--- src/rtl/multiply_by_d_csd_unit_pkg.sv ---
// rtl/multiply_by_d_csd_unit_pkg.sv - CSD digit encodings and signed-digit multiply helper
package multiply_by_d_csd_unit_pkg;

  typedef logic [1:0] csd_digit_t;

  localparam csd_digit_t CSD_ZERO = 2'b00;
  localparam csd_digit_t CSD_POS  = 2'b10;
  localparam csd_digit_t CSD_NEG  = 2'b01;

  // Negation swaps p and n, so a tolerated 2'b11 digit maps onto itself.
  function automatic csd_digit_t csd_digit_mul(input csd_digit_t d, input csd_digit_t digit);
    case (d)
      CSD_POS: return digit;
      CSD_NEG: return {digit[0], digit[1]};
      default: return CSD_ZERO;
    endcase
  endfunction

endpackage

--- src/rtl/multiply_by_d_csd_unit_if.sv ---
// rtl/multiply_by_d_csd_unit_if.sv - operand, digit and product bundle for the BKM digit multiplier
interface multiply_by_d_csd_unit_if #(
  parameter int W = 4
);
  logic [1:0]     d_x;
  logic [1:0]     d_y;
  logic [2*W-1:0] x_in;
  logic [2*W-1:0] y_in;
  logic [2*W-1:0] x_out;
  logic [2*W-1:0] y_out;

  modport master (
    output d_x, d_y, x_in, y_in,
    input  x_out, y_out
  );

  modport slave (
    input  d_x, d_y, x_in, y_in,
    output x_out, y_out
  );
endinterface

--- src/rtl/multiply_by_d_csd_unit_scale.sv ---
// rtl/multiply_by_d_csd_unit_scale.sv - combinational per-digit scaling of a CSD word by one signed digit
module multiply_by_d_csd_unit_scale
  import multiply_by_d_csd_unit_pkg::*;
#(
  parameter int W = 4
) (
  input  logic [1:0]     d,
  input  logic [2*W-1:0] word_in,
  output logic [2*W-1:0] word_out
);

  for (genvar i = 0; i < W; i++) begin : g_digit
    assign word_out[2*i+1:2*i] = csd_digit_mul(d, word_in[2*i+1:2*i]);
  end

endmodule

--- src/rtl/multiply_by_d_csd_unit.sv ---
// rtl/multiply_by_d_csd_unit.sv - registered X/Y CSD operand scaling by signed digits for the BKM datapath
module multiply_by_d_csd_unit
  import multiply_by_d_csd_unit_pkg::*;
#(
  parameter int W = 4
) (
  input  logic                    clk,
  input  logic                    rst,
  multiply_by_d_csd_unit_if.slave bus
);

  logic [2*W-1:0] x_scaled;
  logic [2*W-1:0] y_scaled;
  logic [2*W-1:0] x_q;
  logic [2*W-1:0] y_q;

  multiply_by_d_csd_unit_scale #(.W(W)) u_scale_x (
    .d        (bus.d_x),
    .word_in  (bus.x_in),
    .word_out (x_scaled)
  );

  multiply_by_d_csd_unit_scale #(.W(W)) u_scale_y (
    .d        (bus.d_y),
    .word_in  (bus.y_in),
    .word_out (y_scaled)
  );

  always_ff @(posedge clk or posedge rst) begin
    if (rst) begin
      x_q <= {W{CSD_ZERO}};
      y_q <= {W{CSD_ZERO}};
    end else begin
      x_q <= x_scaled;
      y_q <= y_scaled;
    end
  end

  assign bus.x_out = x_q;
  assign bus.y_out = y_q;

endmodule

--- src/flat_wrapper.sv ---
// flat-port wrapper written by rule: the top's interface ports become plain ports
module multiply_by_d_csd_unit_flat import multiply_by_d_csd_unit_pkg::*;
#(
  parameter int W = 4
)
  (clk, rst, bus_d_x, bus_d_y, bus_x_in, bus_y_in, bus_x_out, bus_y_out);
  multiply_by_d_csd_unit_if #(.W(W)) bus_i ();
  input  logic clk;
  input  logic rst;
  input wire logic [$bits(bus_i.d_x)-1:0] bus_d_x;
  input wire logic [$bits(bus_i.d_y)-1:0] bus_d_y;
  input wire logic [$bits(bus_i.x_in)-1:0] bus_x_in;
  input wire logic [$bits(bus_i.y_in)-1:0] bus_y_in;
  output wire logic [$bits(bus_i.x_out)-1:0] bus_x_out;
  output wire logic [$bits(bus_i.y_out)-1:0] bus_y_out;
  assign bus_i.d_x = bus_d_x;
  assign bus_i.d_y = bus_d_y;
  assign bus_i.x_in = bus_x_in;
  assign bus_i.y_in = bus_y_in;
  assign bus_x_out = bus_i.x_out;
  assign bus_y_out = bus_i.y_out;
  multiply_by_d_csd_unit #(.W(W)) u_core (.clk(clk), .rst(rst), .bus(bus_i));
endmodule
--- config.mk ---
export PLATFORM = sky130hd
export DESIGN_NAME = multiply_by_d_csd_unit_flat
export DESIGN_NICKNAME = d
export VERILOG_FILES = /design/src/rtl/multiply_by_d_csd_unit_pkg.sv /design/src/rtl/multiply_by_d_csd_unit_if.sv /design/src/rtl/multiply_by_d_csd_unit_scale.sv /design/src/rtl/multiply_by_d_csd_unit.sv /design/src/flat_wrapper.sv
export SDC_FILE = /design/constraint.sdc
export NUM_CORES = 1
export LEC_CHECK = 0
export ABC_AREA = 1
export BUFFER_PORTS_ARGS = -buffer_cell sky130_fd_sc_hd__buf_4
export CELL_PAD_IN_SITES_DETAIL_PLACEMENT = 1
export CELL_PAD_IN_SITES_GLOBAL_PLACEMENT = 1
export CORE_AREA = 2 2 50 52
export DETAILED_ROUTE_END_ITERATION = 7
export DIE_AREA = 0 0 52 54
export PLACE_DENSITY = 0.79
export SLEW_MARGIN = 20
export SYNTH_ARGS = -nofsm -noshare
export SYNTH_HDL_FRONTEND = slang
export SYNTH_SLANG_ARGS = --single-unit
--- constraint.sdc ---
create_clock -name clk -period 0.8 [get_ports clk]
set_input_delay 0.12 -clock clk [delete_from_list [all_inputs] [get_ports clk]]
set_output_delay 0.12 -clock clk [all_outputs]
set_load 0.05 [all_outputs]
==> impl_results.md <==
* Setup violators final at 16
* Worst-path maximum fanout at 1
* HPWL Detailed at 1320 µm
* Critical Path Start Type: flip-flop
* Fraction of layout cells with a size suffix above 1 at 35.7%
* Proportion of synthesized chip area in sequential cells at 57.5%
* Post-DRT Antenna Nets at 0
* Overflow after GRT at 0
* First-pass GRT wire length at 2700 µm
* 1st-pass router iterations at 4
* CTS tree: yes
* Diodes inserted at 0
* DRC viols at 0
* Critical path class: flip-flop to output port
* Vias post-DR at 644
* CP peak stage delay at 0.39 ns
* Initial cell density of the core at 30.0%
* Rows at 18
* Synth Area in Compound Gates at 11.5%
* Clk buf depth at 2
* Crit path DAT at 0.81 ns
* Met2 Use GR at 25.3%
* Required @ worst endpoint at 0.68 ns
* Core area at 2320 µm²
* Status: complete, but fails checks
* Yosys warnings at 0
* Simple-gate share of the synthesized area at 17.2%
* Worst hold path type: input pin to flip-flop
* Pin count of the biggest net entering global routing at 17
* XOR/XNOR Fraction of Synth Area at 0%
* Cell variety after synth at 7
* TNS Setup at -1.87 ns
* Power Density at 1630 nW/µm²
* Worst-Margin Slew at 0.290 ns
* Clock buffer count from CTS at 3
* Cell total after placement at 141
* Initial antenna violation count at 0
* Layout area overhead at 55.7%
* Crit path max-delay family: flip-flops
* Via-to-Cell Ratio at 4.44
* Max_cap viols at 0
* Io pins at 38
* Die Area at 2810 µm²
* Worst-path cell chain: buf_6
* Width of the die at 52 µm
* RSZ-0062 raised after global routing: true
* Post-Syn Area per Cell at 8.82 µm²
* Pre-CTS WS at -0.147 ns
* Gate Count Post-Synth at 79
* Synth Area in Adders at 7.18%
* Setup ws final at -0.128 ns
* Synth Register Bits at 16
* Root buf cell: clkbuf_4
* Tcrit/Tclk final at 116%
* Most frequent cells in the layout: nand2_1, buf_4, a21oi_1, buf_6, dfrtp_1
* Post-synthesis net count at 105
* PortBufs at 37
* Met1 Usage GRT at 14.9%
* Leak at 0.000557 µW
* WL final at 1650 µm
* Max-slew headroom at 80.7%
* Finished Layout Cells at 145
* Total GRT Usage at 13.1%
* Total Power at 1770 µW
* Routed length per instance at 11.4 µm
* Highest-delay cell along the critical path: dfrtp_1
* Final hold vios at 0
* Gr busiest metal: met2
* Final Max Tran Viols at 0
* Mapped cell area at 697 µm²
* Vias in the first global route at 637
* GRT met3 Usage at 0%
* VDD IR-drop max at 710 µV
* Nets@finish at 143
* Violated checks: setup timing
* H-tree Lvls at 1
* Die Y at 54 µm
* Main combinational cell family by area after synthesis: simple AND/OR/NAND/NOR gates
* Min Tclk post-route at 0.928 ns
* Worst setup EP type: output port
* Achievable frequency at 1080 MHz
* Worst-path clk slew at 0.08 ns
* Routability Congestion at 0.764
* Mux contribution to synthesized area at 0%
* Crit path buf inv count at 1
* Commonest non-fill, non-tap cell in the layout: nand2_1
* Filler Cell Count at 270
* Initial DRC Count at 6
* Clock Sinks at 16
-- cells by family (layout without fill, tap and decap cells) --
family                     count (synthesis)  after routing
and+or+nand+nor                           32             32
AOI/OAI and AO/OA                         16             16
DFF                                       16             16
buffers and inverters                     11             47
adders and majority gates                  4              4
-- layout make-up --
cell class / instances / area [µm²] / share of cell area, %
multi-input cells: 52 / 250 / 23.1
repair buffers: 39 / 355 / 32.8
flip-flops and latches: 16 / 400 / 36.9
inverters: 5 / 18.8 / 1.73
well taps: 30 / 37.5 / 3.46
clock buffers: 3 / 22.5 / 2.08
-- sequential cells by signal, summed over array words and instances (netlist names) --
name              count
u_core.bus.x_out      8
u_core.bus.y_out      8
-- Yosys cell counts --
library cell	n	area share, %
dfrtp_1	16	57
clkbuf_1	2	1.1
clkbuf_2	4	2.9
nand2_1	32	17
ha_1	4	7.2
inv_1	5	2.7
a21oi_1	16	11
-- power breakdown --
part,switching [µW],total (µW),internal (µW)
sequential,22.1,876,854
clock,204,378,174
combinational,308,511,203
total,534,1770,1230
-- through the flow --
step           hold WS [ns]  utilization [%]  area, µm²
6_report              0.112             46.8       1080
3_5_place_dp          0.141             42.8        992
3_3_place_gp          0.138             42.8        992
4_1_cts               0.109             46.8       1080
5_1_grt              0.0981             46.8       1080
2_1_floorplan        0.0337                -        697
-- layer usage --
layer | wire [µm] | up-vias | share of wire (%)
li1 | - | 319 | -
met1 | 649 | 310 | 39
met2 | 928 | 13 | 56
met3 | 43 | 2 | 2.6
met4 | 27 | 0 | 1.6
met5 | 0 | - | 0
-- worst paths after layout --
check | slack [ns] | endpoint | cells past startpoint | from
min in group asynchronous | 0.42 | u_core.bus.x_out[4] | 4 | rst
max in group asynchronous | 0.21 | u_core.bus.y_out[4] | 4 | rst
worst min-delay path | 0.11 | u_core.bus.y_out[0] | 3 | bus_y_in[0]
worst max-delay path | -0.13 | bus_y_out[6] | 1 | u_core.bus.y_out[6]
-- repair_timing --
item | in CTS | in global routing
hold buffers | 1 | 0
endpoints found under the hold margin | 16 | 0
gates resized for setup | 16 | 0
cloned | 0 | 0
buffers inserted | 0 | 0
endpoints found under the setup margin | 16 | 16
No activity file was read; power rests on OpenSTA's default activity.
